[src/rtl/peripheral_subtractor_pkg.sv]
// Shared constants and result layout for the peripheral subtractor.
package peripheral_subtractor_pkg;

    localparam int DEFAULT_DATA_WIDTH = 8;
    localparam int DEFAULT_FIFO_DEPTH = 4;
    localparam int ERR_COUNT_W        = 8;

    // Result word at the default width; the top builds the same layout at its own DATA_WIDTH.
    typedef struct packed {
        logic [DEFAULT_DATA_WIDTH-1:0] diff;
        logic                          underflow;
        logic                          overflow;
    } result_t;

    function automatic int occupancy_width(input int depth);
        return $clog2(depth) + 1;
    endfunction

endpackage

[src/rtl/peripheral_subtractor_fifo.sv]
// Power-of-two output FIFO: pointers wrap naturally, head read combinationally from storage.
module peripheral_subtractor_fifo #(
    parameter int DEPTH = 4,
    parameter int WIDTH = 10
) (
    input  logic                     clk,
    input  logic                     rst,
    input  logic                     push,
    input  logic [WIDTH-1:0]         push_data,
    input  logic                     pop,
    output logic                     valid,
    output logic [WIDTH-1:0]         head,
    output logic [$clog2(DEPTH):0]   count
);

    localparam int PTR_W = $clog2(DEPTH);

    logic [WIDTH-1:0]   mem_q [DEPTH];
    logic [WIDTH-1:0]   mem_d [DEPTH];
    logic [PTR_W-1:0]   wptr_q, wptr_d;
    logic [PTR_W-1:0]   rptr_q, rptr_d;
    logic [PTR_W:0]     count_q, count_d;
    logic               do_pop;

    always_comb begin
        mem_d   = mem_q;
        wptr_d  = wptr_q;
        rptr_d  = rptr_q;
        count_d = count_q;
        do_pop  = pop && (count_q != '0);
        if (push) begin
            mem_d[wptr_q] = push_data;
            wptr_d        = wptr_q + 1'b1;
        end
        if (do_pop) begin
            rptr_d = rptr_q + 1'b1;
        end
        case ({push, do_pop})
            2'b10:   count_d = count_q + 1'b1;
            2'b01:   count_d = count_q - 1'b1;
            default: count_d = count_q;
        endcase
    end

    always_ff @(posedge clk or negedge rst) begin
        if (!rst) begin
            mem_q   <= '{default: '0};
            wptr_q  <= '0;
            rptr_q  <= '0;
            count_q <= '0;
        end else begin
            mem_q   <= mem_d;
            wptr_q  <= wptr_d;
            rptr_q  <= rptr_d;
            count_q <= count_d;
        end
    end

    assign valid = (count_q != '0);
    assign head  = mem_q[rptr_q];
    assign count = count_q;

endmodule

[src/rtl/peripheral_subtractor.sv]
// Recovers an operand from a registered sum: diff = sum - operand, with flags and error count.
// Define PERIPHERAL_SUBTRACTOR_SATURATE_EN to clamp out_diff on underflow/overflow.
module peripheral_subtractor
    import peripheral_subtractor_pkg::*;
#(
    parameter int DATA_WIDTH = DEFAULT_DATA_WIDTH,
    parameter int FIFO_DEPTH = DEFAULT_FIFO_DEPTH
) (
    input  logic                   clk,
    input  logic                   rst,
    input  logic                   in_valid,
    output logic                   in_ready,
    input  logic [DATA_WIDTH:0]    in_sum,
    input  logic [DATA_WIDTH-1:0]  in_operand,
    output logic                   out_valid,
    input  logic                   out_ready,
    output logic [DATA_WIDTH-1:0]  out_diff,
    output logic                   out_underflow,
    output logic                   out_overflow,
    output logic [ERR_COUNT_W-1:0] err_count
);

    // Handshake: a beat transfers on a rising edge where valid & ready are both high;
    // the producer holds valid and payload steady until that edge.
    localparam int CNT_W   = occupancy_width(FIFO_DEPTH);
    localparam int ENTRY_W = DATA_WIDTH + 2;

    typedef struct packed {
        logic [DATA_WIDTH-1:0] diff;
        logic                  underflow;
        logic                  overflow;
    } entry_t;

    logic [DATA_WIDTH+1:0]  full;
    entry_t                 res;
    entry_t                 s1_data_q, s1_data_d;
    logic                   s1_valid_q, s1_valid_d;
    logic [ERR_COUNT_W-1:0] err_count_q, err_count_d;
    logic [CNT_W-1:0]       fifo_count;
    logic [CNT_W-1:0]       occupancy;
    logic                   fifo_valid;
    logic [ENTRY_W-1:0]     fifo_head;
    entry_t                 head;
    logic                   accept;

    always_comb begin
        full          = {1'b0, in_sum} - {2'b0, in_operand};
        res.underflow = full[DATA_WIDTH+1];
        res.overflow  = !full[DATA_WIDTH+1] && full[DATA_WIDTH];
        res.diff      = full[DATA_WIDTH-1:0];
`ifdef PERIPHERAL_SUBTRACTOR_SATURATE_EN
        if (res.underflow) begin
            res.diff = '0;
        end else if (res.overflow) begin
            res.diff = '1;
        end
`endif
    end

    // Ready depends only on registered occupancy, so out_ready never reaches in_ready.
    assign occupancy = fifo_count + {{(CNT_W-1){1'b0}}, s1_valid_q};
    assign in_ready  = rst && (occupancy < CNT_W'(FIFO_DEPTH));
    assign accept    = in_valid && in_ready;

    always_comb begin
        s1_valid_d  = accept;
        s1_data_d   = accept ? res : s1_data_q;
        err_count_d = err_count_q;
        if (accept && (res.underflow || res.overflow) && (err_count_q != '1)) begin
            err_count_d = err_count_q + 1'b1;
        end
    end

    always_ff @(posedge clk or negedge rst) begin
        if (!rst) begin
            s1_valid_q  <= 1'b0;
            s1_data_q   <= '0;
            err_count_q <= '0;
        end else begin
            s1_valid_q  <= s1_valid_d;
            s1_data_q   <= s1_data_d;
            err_count_q <= err_count_d;
        end
    end

    peripheral_subtractor_fifo #(
        .DEPTH (FIFO_DEPTH),
        .WIDTH (ENTRY_W)
    ) u_fifo (
        .clk       (clk),
        .rst       (rst),
        .push      (s1_valid_q),
        .push_data (s1_data_q),
        .pop       (out_ready),
        .valid     (fifo_valid),
        .head      (fifo_head),
        .count     (fifo_count)
    );

    assign head          = fifo_head;
    assign out_valid     = fifo_valid;
    assign out_diff      = head.diff;
    assign out_underflow = head.underflow;
    assign out_overflow  = head.overflow;
    assign err_count     = err_count_q;

endmodule

[config.mk]
export PLATFORM = sky130hd
export DESIGN_NAME = peripheral_subtractor
export DESIGN_NICKNAME = d
export VERILOG_FILES = /design/src/rtl/peripheral_subtractor_pkg.sv /design/src/rtl/peripheral_subtractor_fifo.sv /design/src/rtl/peripheral_subtractor.sv
export SDC_FILE = /design/constraint.sdc
export NUM_CORES = 1
export LEC_CHECK = 0
export BUFFER_PORTS_ARGS = -buffer_cell sky130_fd_sc_hd__buf_2
export CAP_MARGIN = 20
export CORE_MARGIN = 3
export CORE_UTILIZATION = 60
export CTS_BUF_LIST = sky130_fd_sc_hd__clkbuf_4
export DETAILED_ROUTE_END_ITERATION = 12
export PLACE_DENSITY = 0.85
export REMOVE_ABC_BUFFERS = 1
export SYNTH_ARGS = -nofsm -noshare
export SYNTH_HDL_FRONTEND = slang
export SYNTH_SLANG_ARGS = --single-unit
[constraint.sdc]
create_clock -name clk -period 1.96 [get_ports clk]
set_input_delay 0.098 -clock clk [delete_from_list [all_inputs] [get_ports clk]]
set_output_delay 0.098 -clock clk [all_outputs]
set_load 0.02 [all_outputs]
==> results of run 1 <==
## per-layer routing
metal / track usage [%] / vias up / wire, um / share of wire (%)
met5: 0 / - / 0 / 0
met4: 12.0 / 0 / 134 / 2.1
met3: 5.04 / 9 / 241 / 3.7
met2: 36.3 / 46 / 3210 / 49
met1: 28.7 / 1089 / 2920 / 45
li1: - / 1099 / - / -
## cells in the mapped netlist (3+ instances only)
cell type  count
xnor2_1        4
a21oi_1        3
xor2_1        12
mux2_1         4
dfrtp_1       66
nand2_1       23
inv_1         17
ha_1          14
clkbuf_1       3
mux2_2        40
nand3_1        6
o21ai_0        3
a211oi_1       6
nand2b_1       3
nor2_1         6
mux4_2        10
o21ai_1        9
## cells by family (layout without fill, tap and decap cells)
kind of cell | count (synthesis) | in the layout | synth area share (%)
buffers and inverters | 22 | 107 | 2.54
and+or+nand+nor | 52 | 52 | 7.96
xor gates and xnor gates | 16 | 16 | 4.19
DFF | 66 | 66 | 49.3
muxes | 54 | 54 | 21.5
AOI/OAI and AO/OA | 35 | 35 | 8.03
adders and majority gates | 16 | 16 | 6.43
## sequential cells by signal (all words and copies together) (netlist names)
| name | count |
|---|---|
| u_fifo.mem_q | 40 |
| s1_data_q | 10 |
| err_count | 8 |
| u_fifo.count | 3 |
| u_fifo.rptr_q | 2 |
| u_fifo.wptr_q | 2 |
| s1_valid_q | 1 |
## power by group through the flow
| stage | Combinational, uW | Clock, uW | Sequential (uW) |
|---|---|---|---|
| 5_1_grt | 2280 | 834 | 2460 |
| 3_3_place_gp | 1930 | 0 | 2350 |
| 6_report | 2080 | 741 | 2380 |
| 4_1_cts | 2040 | 758 | 2380 |
| 3_5_place_dp | 2020 | 0 | 2410 |
| 2_1_floorplan | 1390 | 0 | 2330 |
## cell type report
| type | count | area share, % |
|---|---|---|
| Clock buffer | 10 | 1.88 |
| Clock inverter | 6 | 0.846 |
| Inverter | 17 | 1.60 |
| Multi-Input combinational cell | 173 | 40.6 |
| Sequential cell | 66 | 41.3 |
| Tap cell | 70 | 2.19 |
| Timing Repair Buffer | 74 | 11.5 |
## worst max-delay path: stages (launching register included)
cell	delay, ns
dfrtp_1	0.41
buf_4	0.14
nand3_1	0.09
xor2_1	0.18
and2_1	0.24
nand2_1	0.17
a211oi_1	0.24
mux2_1	0.35
## timing repair
item	in CTS	in global routing
endpoints found under the hold margin	67	0
setup buffers	0	4
setup endpoints to repair	0	4
resized for setup	0	4
hold buffers	2	0
## per-stage QoR
stage          worst slack, ns  utilization (%)  instance area [um^2]
2_1_floorplan           -0.163                -                  3330
3_3_place_gp            -0.280             73.0                  3820
3_5_place_dp            -0.350             73.0                  3820
4_1_cts                 0.0240             75.5                  3950
5_1_grt                -0.0478             76.3                  4000
6_report               0.00156             76.3                  4000
## path summary, 6_finish.rpt
path                                       from                to  slack [ns]
worst max-delay path            u_fifo.count[0]      err_count[4]       0.002
worst max register to register  u_fifo.count[0]      err_count[4]       0.002
worst min-delay path              in_operand[1]      s1_data_q[3]        0.12
max in group asynchronous                   rst      s1_data_q[9]        0.96
worst min register to register  u_fifo.mem_q[6]   u_fifo.mem_q[6]        0.51
min in group asynchronous                   rst  u_fifo.mem_q[22]        0.44
## layout by cell type (no fill, tap or decap), drive strengths merged, types with 3 or more instances in the layout
master / count
clkbuf: 10
buf: 72
o21ai: 12
and3: 3
nand3: 6
xor2: 12
mux2: 44
xnor2: 4
clkinv: 4
mux4: 10
nor3: 3
inv: 17
a21oi: 4
dfrtp: 66
nand2: 24
nor2: 6
a211oi: 6
nand2b: 3
ha: 14
==> flow_summary.toml, run 1 <==
[status]
status = "finished, final reports clean"

[floorplan]
die_w_um = 80.7
die_y_um = 80.7
initial_core_util_pct = 63.9
io_pins = 41
core_um2 = 5240
dieArea_um2 = 6510
fp-row-count = 26

[global_route]
grt_pass1_vias = 2307
grt_overflow = 0
grt_start_max_net_pins = 67
antenna_found_initial = 0
grt_pass1_wl_mm = 10.9
grt_use_total_pct = 22.6

[pwr]
power_frac_comb_pct = 40.0
seq_power_share_pct = 45.7
pwr-share-clk_pct = 14.2
p_int_uw = 3270
power.density_nw_per_um2 = 1300
switchingPower_uw = 1930
max-vdd-ir-drop_mv = 0.752
p_leak_uw = 0.00199
switching_share_pct = 37.2
power_uw = 5200

[sta]
hold_viol_final = 0
max-slew-margin-rel_pct = 45.8
max_freq_mhz = 511
worst_slew_pin_slew_ns = 0.812
slew_viol_final = 0
min_period_ns = 1.96
setup_viol = 0
finalCritPeriodShare_pct = 99.9
finClkSkew_ns = 0.0180
whs_ns = 0.117
setup_tns_ns = 0

[synthesis]
avgSynthCellArea_um2 = 12.8
synth.cell_area_um2 = 3350
yosys-top-cells-area = "dfrtp_1 49%, mux2_2 13%, mux4_2 6.7%, ha_1 5.2%, xor2_1 3.1%"
yosysSeqAreaShare_pct = 49.3
yosys.area.top_type = "dfrtp_1"
synth_edf_count = 0
async_reset_ff_share_pct = 100
synth_flop_cell = "dfrtp_1"
yosys.cell_types.count = 41
synth_cells = 261
yosysWarnings = 0
netlist.area_leader.share_pct = 49.3
synth_seq_cells = 66

[setup_path]
critPathKind = "reg -> reg"
worstPathMaxFanout = 4
startpoint_type = "flop"
worst_ep_required_time_ns = 2.24
end_kind = "flop"
cp.arrival_ns = 2.24
ff2ff_path_depth = 7

[clocking]
clock-sinks = 66
h-tree-depth = 3
clk_pin_slew_ns = 0.11
cts_made_buffers = 9
cts-root-buf = "clkbuf_4"
cts_tree = "yes"
clk_latency_ns = 0.40
clock_path_buffers = 2

[run]
max_cap_violations = 0

[routing]
first_pass_iters = 4
vias_per_cell = 5.39
drt-initial-drc-count = 151
postRouteAntennaNets = 0
wirelength_mm = 6.51
route.detailed.drc = 0
vias = 2243
routedWlPerCell_um = 15.6

[cells_and_area]
multiInputGateArea_um2 = 1620
antenna_cells_inserted = 0
area_growth_pct = 19.3
finalNetCount = 378
regArea_um2 = 1650
layout.cells.non_filler = 416
fillers = 343
drive_gt1_share_pct = 43.1

[placed_design]
port_buffers = 40
place.gp.congestion = 0.898
dp_hpwl_mm = 4.64
dp_cells = 394

[min_path]
hold_depth = 3
hold_class = "in -> reg"
Note: power is estimated with default switching activity, not from simulation.
==> run 2: changes to the inputs <==
--- a/config.mk
+++ b/config.mk
@@ -7,6 +7,7 @@
 export LEC_CHECK = 0
 export BUFFER_PORTS_ARGS = -buffer_cell sky130_fd_sc_hd__buf_2
 export CAP_MARGIN = 20
+export CORE_ASPECT_RATIO = 1.75
 export CORE_MARGIN = 3
 export CORE_UTILIZATION = 60
 export CTS_BUF_LIST = sky130_fd_sc_hd__clkbuf_4
==> flow_summary.toml, run 2 (same netlist as run 1, synthesis figures left out) <==
[floorplan]
io_pins = 41
die_y_um = 105
fp-row-count = 35
core_um2 = 5340
dieArea_um2 = 6550
initial_core_util_pct = 62.7
die_w_um = 62.5

[sta]
hold_viol_final = 0
slew_viol_final = 0
max_freq_mhz = 529
worst_slew_pin_slew_ns = 0.816
setup_viol = 0
max-slew-margin-rel_pct = 45.6
finClkSkew_ns = 0.0171
finalCritPeriodShare_pct = 96.5
setup_tns_ns = 0
min_period_ns = 1.89

[cells_and_area]
antenna_cells_inserted = 0
largest-register = "u_fifo.mem_q"
area_growth_pct = 20.8
mostFrequentLayoutCells = "64 x dfrtp_1, 40 x mux2_2, 40 x buf_2"
finalNetCount = 376
drive_gt1_share_pct = 43.9
final_common_cell = "dfrtp_1"
largest_reg_flops = 40
fillers = 362
layout.cells.non_filler = 418

[min_path]
min_to = "s1_data_q[3]"
hold_start = "in_operand[1]"
hold_depth = 3
hold_class = "in -> reg"

[setup_path]
end_kind = "flop"
cp.arrival_ns = 2.20
startpoint_type = "input port"
cpLargestDelayFamily = "compound AO/OA/AOI/OAI gates"
critPathKind = "in -> reg"
ff2ff_setup_slack_ns = 0.08
slowest_stage = "o31a_1"
critPathBufInv = 3
slowest_delay_ns = 0.35
crit_chain = "buf_2 > inv_1 > ha_4 > fa_2 > nor2b_4 > o31a_1 > nor3_4 > o31ai_4 > buf_4 > a2111oi_4 > mux2_4"
ff2ff_path_depth = 7
worst_ep_required_time_ns = 2.27
worstPathMaxFanout = 7
r2r_end = "err_count[2]"
crit-reg2reg-launch = "u_fifo.count[0]"

[clocking]
cts_made_buffers = 9
clk_pin_slew_ns = 0.11
clock_path_buffers = 2
clock-sinks = 66
cts-root-buf = "clkbuf_4"
h-tree-depth = 3
cts_tree = "yes"
clk_latency_ns = 0.42

[global_route]
grt_start_max_net_pins = 67
antenna_found_initial = 0
grt_pass1_vias = 2441
grt_overflow = 0
grt_use_total_pct = 22.6
grt_pass1_wl_mm = 11.3

[placed_design]
port_buffers = 40
place.gp.congestion = 0.892
dp_cells = 396
dp_hpwl_mm = 4.98

[routing]
drt-initial-drc-count = 74
first_pass_iters = 4
vias = 2300
route.detailed.drc = 0
vias_per_cell = 5.50
routedWlPerCell_um = 16.4
wirelength_mm = 6.85
postRouteAntennaNets = 0

[run]
max_cap_violations = 0

[pwr]
max-vdd-ir-drop_mv = 0.698
p_leak_uw = 0.00200
power.density_nw_per_um2 = 1320

[status]
status = "finished, final reports clean"
## run 2: worst max path at each step
stage | start | to | depth (start not counted)
final | in_sum[0] | err_count[6] | 11
after global routing | u_fifo.count[0] | err_count[2] | 7
after CTS | u_fifo.rptr_q[0] | out_diff[4] | 3
after detailed placement | in_sum[0] | err_count[6] | 11
after global placement | in_sum[0] | err_count[6] | 11
after floorplan | s1_valid_q | err_count[6] | 6
## run 2: per-stage QoR
step           setup slack (ns)  area (um^2)  utilization [%]  total power (uW)  hold slack [ns]
6_report                 0.0690         4050             75.7              5340           0.0976
5_1_grt                 -0.0656         4050             75.7              5700           0.0959
4_1_cts                 0.00510         3980             74.5              5330           0.0149
3_5_place_dp             -0.396         3810             71.4              4420            0.397
3_3_place_gp             -0.318         3810             71.4              4300            0.397
2_1_floorplan            -0.163         3330                -              3720           -0.198
## run 2: cell type report
type | instances | area (um^2) | share of cell area [%]
clock buffer | 9 | 67.6 | 1.67
clock inverter | 7 | 68.8 | 1.70
inverter | 17 | 63.8 | 1.58
multi-input combinational | 173 | 1650 | 40.7
sequential | 66 | 1650 | 40.9
tap | 74 | 92.6 | 2.29
timing repair buffer | 72 | 452 | 11.2
## run 2: metal layers
metal / global-route usage [%] / part of all wire, %
met5: 0 / 0
met4: 13.1 / 3.6
met3: 4.62 / 4.3
met2: 39.7 / 52
met1: 24.8 / 40
## run 2: what timing repair did
item	CTS	global route
hold endpoints to repair	67	1
endpoints found under the setup margin	1	17
buffers inserted	1	2
pin swaps	0	5
gates resized for setup	0	12
hold buffers	2	1
## run 2: worst reg2reg max path, cell delays in order (launching register included)
cell and delay, ns:
dfrtp_1 0.41, buf_4 0.15, nand3_1 0.09, xor2_1 0.13
and2_1 0.20, nand3_1 0.22, a211oi_1 0.40, xor2_1 0.20
## run 2: report_power, final
part / total (uW) / internal, uW / switching (uW)
registers: 2380 / 1920 / 462
logic: 2080 / 1090 / 981
clock network: 890 / 386 / 503
==> run 3: changes to the inputs <==
--- a/config.mk
+++ b/config.mk
@@ -14,6 +14,7 @@
 export DETAILED_ROUTE_END_ITERATION = 12
 export PLACE_DENSITY = 0.85
 export REMOVE_ABC_BUFFERS = 1
+export SKIP_CTS_REPAIR_TIMING = 1
 export SYNTH_ARGS = -nofsm -noshare
 export SYNTH_HDL_FRONTEND = slang
 export SYNTH_SLANG_ARGS = --single-unit
==> constraint.sdc (replaced) <==
create_clock -name clk -period 1.96 [get_ports clk]
set_input_delay 0.294 -clock clk [delete_from_list [all_inputs] [get_ports clk]]
set_output_delay 0.294 -clock clk [all_outputs]
set_load 0.02 [all_outputs]
==> flow_summary.toml, run 3 (same netlist as run 1, synthesis figures left out) <==
[clocking]
cts-root-buf = "clkbuf_4"
h-tree-depth = 3
clock-sinks = 66
clk_pin_slew_ns = 0.11
cts_made_buffers = 9
clock_path_buffers = 2
clk_latency_ns = 0.41
cts_tree = "yes"

[sta]
max-slew-margin-rel_pct = 45.2
finClkSkew_ns = 0.0186
setup_viol = 5
finalCritPeriodShare_pct = 109
slew_viol_final = 0
setup_slack_ns = -0.168
setup_tns_ns = -0.633
rsz0062_at_grt = "true"
hold_viol_final = 0
whs_ns = 0.115
worst_slew_pin_slew_ns = 0.822
min_period_ns = 2.13
max_freq_mhz = 470

[cells_and_area]
finalNetCount = 380
final_common_cell = "dfrtp_1"
largest_reg_flops = 40
area_growth_pct = 24.6
fillers = 344
regArea_um2 = 1650
layout.cells.non_filler = 422
mostFrequentLayoutCells = "64 x dfrtp_1, 40 x mux2_2, 36 x buf_2"
largest-register = "u_fifo.mem_q"
multiInputGateArea_um2 = 1710
drive_gt1_share_pct = 48.1
utilization_pct = 78.1

[setup_path]
end_kind = "flop"
worst_ep_required_time_ns = 2.24
cp.arrival_ns = 2.41
worstPathMaxFanout = 4
r2r_end = "s1_data_q[0]"
startpoint_type = "input port"
crit-reg2reg-launch = "u_fifo.count[0]"
slowest_stage = "fa_2"
critPathKind = "in -> reg"
ff2ff_setup_slack_ns = -0.16
crit_chain = "buf_6 > inv_4 > ha_4 > fa_2 > nor2b_4 > o31a_1 > o22a_1 > nand2_4 > a2111oi_4 > mux2_4"
ff2ff_path_depth = 8
slowest_delay_ns = 0.40

[floorplan]
initial_core_util_pct = 62.7
fp-row-count = 35
die_y_um = 105
die_w_um = 62.5
dieArea_um2 = 6550
core_um2 = 5340
io_pins = 41

[global_route]
grt_pass1_wl_mm = 11.3
antenna_found_initial = 1
grt_overflow = 0
grt_pass1_vias = 2457
grt_use_total_pct = 22.4
grt_start_max_net_pins = 67

[routing]
route.detailed.drc = 0
drt-initial-drc-count = 111
routedWlPerCell_um = 17.2
wirelength_mm = 7.25
first_pass_iters = 4
vias_per_cell = 5.55
postRouteAntennaNets = 0
vias = 2344

[run]
max_cap_violations = 0

[pwr]
power.density_nw_per_um2 = 1310
p_leak_uw = 0.00205
max-vdd-ir-drop_mv = 0.760

[placed_design]
place.gp.congestion = 0.922
dp_cells = 400
dp_slack_ns = -0.624
dp_hpwl_mm = 4.96
port_buffers = 40

[status]
violations = "setup timing"
status = "finished with violations"

[min_path]
hold_class = "in -> async"
## run 3: cell types whose count changed in the layout (fill, tap and decap cells not counted), sizes merged
cell and change:
dlygate4sd3 -3, inv -1, clkinv +1, diode +1, clkinvlp -1, buf +7
## run 3: per-stage QoR
stage / power [uW] / cell area [um^2]
2_1_floorplan: 3720 / 3330
3_3_place_gp: 4350 / 3860
3_5_place_dp: 4470 / 3860
4_1_cts: 5320 / 3980
5_1_grt: 5840 / 4170
6_report: 5480 / 4170
## run 3: worst max-delay path: cells and delay by family
| family | cells | cell delay [ns] |
|---|---|---|
| adder cells (fa/ha/maj) | 2 | 0.55 |
| buffers and inverters | 2 | 0.10 |
| AND/OR/NAND/NOR | 2 | 0.22 |
| multiplexers | 1 | 0.34 |
| AO/OA/AOI/OAI | 3 | 0.92 |
## run 3: routing by layer
metal / global-route usage (%) / up-vias / share of wire (%)
met3: 5.48 / 19 / 3.8
met4: 10.6 / 0 / 3.0
met2: 39.6 / 73 / 55
met5: 0 / - / 0
met1: 25.1 / 1154 / 39
li1: - / 1098 / -
## run 3: report_power, final
| part | internal, uW | switching [uW] | total, uW |
|---|---|---|---|
| logic | 1220 | 1040 | 2250 |
| clock network | 375 | 472 | 847 |
| registers | 1920 | 461 | 2380 |
| total | 3510 | 1970 | 5480 |
## run 3: final cells by class
class                           instances  share of cell area [%]
Sequential cell                        66                    39.6
Timing Repair Buffer                   76                    12.6
Tap cell                               74                    2.22
Clock inverter                          6                    1.41
Multi-Input combinational cell        173                    40.9
Inverter                               17                    1.59
Antenna cell                            1                  0.0600
Clock buffer                            9                    1.62
## run 3: worst max path at each step
stage	startpoint	end	cells past startpoint
floorplan	in_sum[0]	err_count[6]	9
global placement	in_sum[0]	err_count[6]	11
detailed placement	in_sum[0]	err_count[6]	11
CTS	in_sum[0]	err_count[6]	11
global route	u_fifo.count[0]	s1_data_q[0]	8
finish	in_sum[0]	err_count[6]	10
